$ cat config.mk
export PLATFORM = sky130hd
export DESIGN_NAME = command_packet_codec
export DESIGN_NICKNAME = d
export VERILOG_FILES = /design/src/rtl/command_codec_pkg.sv /design/src/rtl/command_packet_tx.sv /design/src/rtl/command_packet_codec.sv
export SDC_FILE = /design/constraint.sdc
export NUM_CORES = 1
export LEC_CHECK = 0
export CAP_MARGIN = 10
export CORE_ASPECT_RATIO = 1.2
export CORE_MARGIN = 2
export CORE_UTILIZATION = 30
export DETAILED_ROUTE_END_ITERATION = 6
export SLEW_MARGIN = 30
export SYNTH_ARGS = -nofsm -noshare
export SYNTH_HDL_FRONTEND = slang
export SYNTH_SLANG_ARGS = --single-unit
$ cat constraint.sdc
create_clock -name i_clk -period 1.9 [get_ports i_clk]
set_input_delay 0.285 -clock i_clk [delete_from_list [all_inputs] [get_ports i_clk]]
set_output_delay 0.285 -clock i_clk [all_outputs]
set_load 0.01 [all_outputs]
$ cat src/rtl/command_codec_pkg.sv
// Shared types, constants and the checksum helper for the command packet codec.
package command_codec_pkg;

    typedef enum logic [0:0] {RX_IDLE, RX_COLLECT} rx_state_t;
    typedef enum logic [0:0] {TX_IDLE, TX_SEND} tx_state_t;

    localparam int unsigned BYTES_PER_MSG = 6;
    localparam int unsigned SYNC_WIDTH    = 3;
    localparam logic [SYNC_WIDTH-1:0] SYNC_PATTERN = 3'b101;
    localparam int unsigned HDR_SYNC_LSB  = 5;
    localparam int unsigned HDR_CMD_LSB   = 0;

    // Checksum byte is the XOR of the header and the four payload bytes.
    function automatic logic [7:0] xor_checksum(input logic [8*(BYTES_PER_MSG-1)-1:0] bytes);
        logic [7:0] acc;
        acc = '0;
        for (int i = 0; i < int'(BYTES_PER_MSG) - 1; i++) begin
            acc ^= bytes[8*i +: 8];
        end
        return acc;
    endfunction

endpackage

$ cat src/rtl/command_packet_tx.sv
// TX serializer: shifts a latched 48-bit message out MSB byte first under valid/ready.
module command_packet_tx
    import command_codec_pkg::*;
#(
    parameter int unsigned MSG_LENGTH = 48
) (
    input  logic                  i_clk,
    input  logic                  i_reset_n,
    input  logic                  i_send_data,
    input  logic [MSG_LENGTH-1:0] i_tx_data,
    input  logic                  i_tx_byte_ready,
    output logic                  o_data_sent,
    output logic                  o_tx_byte_valid,
    output logic [7:0]            o_tx_byte,
    output logic                  o_tx_busy
);

    tx_state_t             r_state;
    logic [MSG_LENGTH-1:0] r_shreg;
    logic [2:0]            r_idx;
    logic                  r_valid;
    logic                  r_busy;
    logic                  r_sent;

    always_ff @(posedge i_clk) begin
        if (!i_reset_n) begin
            r_state <= TX_IDLE;
            r_shreg <= '0;
            r_idx   <= '0;
            r_valid <= 1'b0;
            r_busy  <= 1'b0;
            r_sent  <= 1'b0;
        end else begin
            r_sent <= 1'b0;
            unique case (r_state)
                TX_IDLE: begin
                    // The data_sent cycle counts as the mandatory idle gap.
                    if (i_send_data && !r_sent) begin
                        r_shreg <= i_tx_data;
                        r_idx   <= '0;
                        r_valid <= 1'b1;
                        r_busy  <= 1'b1;
                        r_state <= TX_SEND;
                    end
                end
                TX_SEND: begin
                    if (r_valid && i_tx_byte_ready) begin
                        if (r_idx == 3'(BYTES_PER_MSG - 1)) begin
                            r_valid <= 1'b0;
                            r_busy  <= 1'b0;
                            r_sent  <= 1'b1;
                            r_state <= TX_IDLE;
                        end else begin
                            r_shreg <= {r_shreg[MSG_LENGTH-9:0], 8'h00};
                            r_idx   <= r_idx + 3'd1;
                        end
                    end
                end
                default: r_state <= TX_IDLE;
            endcase
        end
    end

    assign o_data_sent     = r_sent;
    assign o_tx_byte_valid = r_valid;
    assign o_tx_byte       = r_shreg[MSG_LENGTH-1 -: 8];
    assign o_tx_busy       = r_busy;

endmodule

$ cat src/rtl/command_packet_codec.sv
// Byte-level packet framing: RX assembles and checks 6-byte packets, TX serializes messages.
module command_packet_codec
    import command_codec_pkg::*;
#(
    parameter int unsigned MSG_LENGTH     = 48,
    parameter int unsigned DATA_LENGTH    = 32,
    parameter int unsigned COMMAND_WIDTH  = 5,
    parameter int unsigned TIMEOUT_CYCLES = 1000
) (
    input  logic                     i_clk,
    input  logic                     i_reset_n,
    input  logic                     i_rx_byte_valid,
    input  logic [7:0]               i_rx_byte,
    output logic                     o_packet_received,
    output logic [COMMAND_WIDTH-1:0] o_command,
    output logic [DATA_LENGTH-1:0]   o_rx_data,
    output logic                     o_packet_error,
    input  logic                     i_send_data,
    input  logic [MSG_LENGTH-1:0]    i_tx_data,
    output logic                     o_data_sent,
    output logic                     o_tx_byte_valid,
    output logic [7:0]               o_tx_byte,
    input  logic                     i_tx_byte_ready,
    output logic                     o_tx_busy
);

    localparam int unsigned GAP_W = $clog2(TIMEOUT_CYCLES + 1);
    localparam logic [GAP_W-1:0] GAP_MAX  = GAP_W'(TIMEOUT_CYCLES);
    localparam logic [GAP_W-1:0] GAP_LAST = GAP_W'(TIMEOUT_CYCLES - 1);

    rx_state_t                r_rx_state;
    logic [7:0]               r_header;
    logic [DATA_LENGTH-1:0]   r_payload;
    logic [2:0]               r_idx;
    logic [GAP_W-1:0]         r_gap;
    logic                     r_packet_received;
    logic                     r_packet_error;
    logic [COMMAND_WIDTH-1:0] r_command;
    logic [DATA_LENGTH-1:0]   r_rx_data;
    logic                     w_sync_ok;

    assign w_sync_ok = (i_rx_byte[HDR_SYNC_LSB +: SYNC_WIDTH] == SYNC_PATTERN);

    always_ff @(posedge i_clk) begin
        if (!i_reset_n) begin
            r_rx_state        <= RX_IDLE;
            r_header          <= '0;
            r_payload         <= '0;
            r_idx             <= '0;
            r_gap             <= '0;
            r_packet_received <= 1'b0;
            r_packet_error    <= 1'b0;
            r_command         <= '0;
            r_rx_data         <= '0;
        end else begin
            r_packet_received <= 1'b0;
            r_packet_error    <= 1'b0;
            unique case (r_rx_state)
                RX_IDLE: begin
                    r_gap <= '0;
                    if (i_rx_byte_valid && w_sync_ok) begin
                        r_header   <= i_rx_byte;
                        r_idx      <= 3'd1;
                        r_rx_state <= RX_COLLECT;
                    end
                end
                RX_COLLECT: begin
                    if (i_rx_byte_valid) begin
                        r_gap <= '0;
                        if (r_idx == 3'(BYTES_PER_MSG - 1)) begin
                            r_idx      <= '0;
                            r_rx_state <= RX_IDLE;
                            if (i_rx_byte == xor_checksum({r_header, r_payload})) begin
                                r_packet_received <= 1'b1;
                                r_command <= r_header[HDR_CMD_LSB +: COMMAND_WIDTH];
                                r_rx_data <= r_payload;
                            end else begin
                                r_packet_error <= 1'b1;
                            end
                        end else begin
                            r_payload <= {r_payload[DATA_LENGTH-9:0], i_rx_byte};
                            r_idx     <= r_idx + 3'd1;
                        end
                    end else if (r_gap == GAP_LAST) begin
                        // This idle cycle brings the gap to TIMEOUT_CYCLES.
                        r_gap          <= '0;
                        r_idx          <= '0;
                        r_packet_error <= 1'b1;
                        r_rx_state     <= RX_IDLE;
                    end else if (r_gap != GAP_MAX) begin
                        r_gap <= r_gap + 1'b1;
                    end
                end
                default: r_rx_state <= RX_IDLE;
            endcase
        end
    end

    assign o_packet_received = r_packet_received;
    assign o_packet_error    = r_packet_error;
    assign o_command         = r_command;
    assign o_rx_data         = r_rx_data;

    command_packet_tx #(
        .MSG_LENGTH(MSG_LENGTH)
    ) u_tx (
        .i_clk          (i_clk),
        .i_reset_n      (i_reset_n),
        .i_send_data    (i_send_data),
        .i_tx_data      (i_tx_data),
        .i_tx_byte_ready(i_tx_byte_ready),
        .o_data_sent    (o_data_sent),
        .o_tx_byte_valid(o_tx_byte_valid),
        .o_tx_byte      (o_tx_byte),
        .o_tx_busy      (o_tx_busy)
    );

endmodule

==> results.sh <==
export IMPL_status="finished, violations left"
export IMPL_violations="setup timing"
export IMPL_routedWlPerCell_um=14.0
export IMPL_path_buf_inv=3
export IMPL_synth_top_area_cell="dfxtp_1"
export IMPL_worstPathRequired_ns=2.25
export IMPL_rsz0062_at_grt="true"
export IMPL_yosys_warnings=0
export IMPL_netlist_top_cells_area="dfxtp_1, mux2i_1, nand2_1"
export IMPL_peakVddDrop_uv=582
export IMPL_vias=5146
export IMPL_grt_max_degree=61
export IMPL_viasPerCell=4.58
export IMPL_period_share_pct=106
export IMPL_core_um2=20800
export IMPL_fin_setup_tns_ns=-2.21
export IMPL_area_growth_pct=39.0
export IMPL_r2r_start="r_payload[0]$_SDFFE_PN0P_"
export IMPL_dp_hpwl_um=10600
export IMPL_r2r_end="o_rx_data[14]$_SDFFE_PN0P_"
export IMPL_cp_arrival_ns=2.36
export IMPL_clock_sinks=147
export IMPL_rows=58
export IMPL_track_usage_pct=14.7
export IMPL_p_leak_nw=3.27
export IMPL_reg2regPathDepth=8
export IMPL_holdPathEnd="r_payload[1]$_SDFFE_PN0P_"
export IMPL_hold_viol=0
export IMPL_cp_start_kind="flip-flop"
export IMPL_setup_viol=29
export IMPL_fin_area_um2=8810
export IMPL_max_cap_violations=0
export IMPL_cts_buffer_depth=2
export IMPL_crit_chain="xor2_1, xnor3_1, nand4_2, nor4_4, buf_6, buf_12, buf_16, mux2i_1"
export IMPL_fin_cells=1124
export IMPL_ys_seq_area_share_pct=46.4
export IMPL_hold_class="in -> reg"
export IMPL_crit_family="XOR/XNOR gates"
export IMPL_start_util_pct=30.4
export IMPL_critPathMaxStageDelay_ns=0.42
export IMPL_cpMaxStageDelayCell="xnor3_1"
export IMPL_place_area_um2=8070
export IMPL_drtIter0Drc=266
export IMPL_min_from="i_rx_byte[1]"
export IMPL_report_final_slew_viol_count=0
export IMPL_clk_latency_ns=0.42
export IMPL_whs_path_depth=3
export IMPL_placed_cells=1086
export IMPL_grt_pass1_vias=5054
export IMPL_worstSetupPathType="reg -> reg"
export IMPL_ys_types=41
export IMPL_wl_um=15700
export IMPL_maxSlewHeadroom_pct=63.6
export IMPL_fin_total_pwr_w=0.00753
export IMPL_cts_root_buf="clkbuf_16"
export IMPL_synth_seq_cells=147
export IMPL_io_pins=111
export IMPL_syn_avg_cell_area_um2=9.08
export IMPL_portBuffers=110
export IMPL_syn_inst=698
export IMPL_gp_congestion=0.736
export IMPL_numCtsBuffers=17
export IMPL_setup_ws_ns=-0.115
export IMPL_max_slew_worst_pin_slew_ns=0.547
export IMPL_drive_above_1_share_pct=13.5
export IMPL_die_w_um=137
export IMPL_drc_errors=0
export IMPL_yosysTopAreaCellShare_pct=46.4
export IMPL_grt_overflow=0
export IMPL_clkTransAtPathRegs_ns=0.06
export IMPL_fin_crit_ns=2.02
export IMPL_rrSetupSlack_ns=-0.12
export IMPL_htreeDepth=4
export IMPL_ctsHoldBuffers=0
export IMPL_first_pass_iters=6
export IMPL_end_kind="flip-flop"
export IMPL_synth_area_um2=6340
export IMPL_holdWs_ns=0.188
export IMPL_antenna_cells=0
export IMPL_clock_skew_final_ns=0.0139
export IMPL_cts_tree="yes"
export IMPL_fmax_ghz=0.496
export IMPL_grt_pass1_wl_um=25600
export IMPL_synth_nets=763
export IMPL_power_density_nw_per_um2=855
export IMPL_cp_max_fo=7
export IMPL_ant_nets=0
export IMPL_die_h_um=163
export IMPL_antenna_found_initial=0
export IMPL_die_area_um2=22300
export IMPL_final_nets=907
-- state kept, by name, indices dropped and copies added (netlist names), 3 cells and up --
register and flops:
u_tx.r_shreg 48, o_rx_data 32, r_payload 32, r_gap 10, r_header 8, o_command 5, r_idx 3, u_tx.r_idx 3
-- kinds of logic after synthesis --
group,after synthesis,share of synthesized area (%)
multiplexers,84,13.3
buffers and inverters,60,4.66
flip-flops,147,46.4
AO/OA/AOI/OAI,97,10.0
adder cells (fa/ha/maj),4,0.790
XOR/XNOR,41,7.40
AND/OR/NAND/NOR,265,17.4
-- placed cells by master, fill, tap and decap left out, types with 3 or more instances in the layout --
cell type        netlist  final
nand2_1              148    148
dfxtp_1              147    142
clkdlybuf4s50_1        0    105
mux2i_1               84     83
nor2_1                81     80
buf_4                 10     57
a211oi_1              41     41
a21oi_1               39     39
xnor2_1               19     18
clkbuf_16              0     17
xor2_1                14     14
nand3_1               11     11
a22oi_1                9      9
xnor3_1                8      8
buf_12                 0      8
inv_1                  5      5
inv_6                  0      5
dfxtp_2                0      5
nand4_1                4      4
and3_1                 4      4
ha_1                   4      4
clkinvlp_4             0      4
nand2b_1               3      3
bufinv_16              0      3
-- per-stage QoR --
step	worst slack, ns	utilization, %
3_3_place_gp	-0.549	38.7
4_1_cts	-0.129	42.4
5_1_grt	-0.209	42.3
6_report	-0.115	42.3
2_1_floorplan	0.0419	-
3_5_place_dp	-0.605	38.7
-- routing by layer --
metal	global-route usage (%)	vias to the layer above	share of wire (%)	routed length (µm)
li1	-	2650	-	-
met1	17.5	2372	43	6780
met2	25.1	108	51	7930
met3	4.31	16	5.0	786
met4	5.21	0	1.3	200
met5	0	-	0	0
-- synthesized netlist by cell type (all sizes together) --
cell	number
clkbuf	34
o2bb2ai	1
a31oi	1
and3	4
ha	4
nor3b	2
a21boi	1
xor2	14
nand3	11
o211ai	1
dfxtp	147
a211oi	41
nor2	81
nand2b	3
xnor3	8
xnor2	19
nand4	5
a21oi	39
nor4	1
a311oi	1
nor3	2
o21ai	2
nand4b	1
nand2	148
and3b	1
mux2i	84
or3b	1
and2	1
buf	20
a2bb2oi	1
inv	6
nor2b	2
a22oi	9
and4	1
and4b	1
-- power breakdown --
part | switching [W] | internal (W) | total (W)
clock network | 0.00138 | 0.00208 | 0.00346
logic | 0.000371 | 0.000415 | 0.000786
registers | 0.0000750 | 0.00321 | 0.00329
total | 0.00182 | 0.00571 | 0.00753
-- final cells by class --
cell class,count,area (µm²)
Timing Repair Buffer,179,1760
Inverter,6,22.5
Clock buffer,18,429
Clock inverter,13,173
Sequential cell,147,2950
Tap cell,270,338
Fill cell,2035,12000
Multi-Input combinational cell,491,3140
-- tightest hold or removal path: stages --
cell and delay (ns):
dlymetal6s2s_1 0.15, nand2_1 0.06, a21oi_1 0.05
-- worst max-delay path by stage --
stage	from	endpoint	slack (ns)	cells after the start
floorplan	r_payload[3]$_SDFFE_PN0P_	o_rx_data[20]$_SDFFE_PN0P_	0.04	7
global placement	i_rx_byte[0]	o_rx_data[30]$_SDFFE_PN0P_	-0.55	7
detailed placement	i_rx_byte[0]	o_rx_data[16]$_SDFFE_PN0P_	-0.61	7
CTS	r_header[2]$_SDFFE_PN0P_	o_rx_data[16]$_SDFFE_PN0P_	-0.13	8
global route	r_payload[0]$_SDFFE_PN0P_	o_rx_data[28]$_SDFFE_PN0P_	-0.21	8
finish	r_payload[0]$_SDFFE_PN0P_	o_rx_data[14]$_SDFFE_PN0P_	-0.12	8
-- repair_timing --
action / in CTS / in global routing
setup buffers: 6 / 2
resized for setup: 10 / 7
gates cloned: 3 / 0
endpoints found under the hold margin: 0 / 0
setup endpoints to repair: 38 / 46
pin swaps: 6 / 3
(Power assumes the default switching activity.)
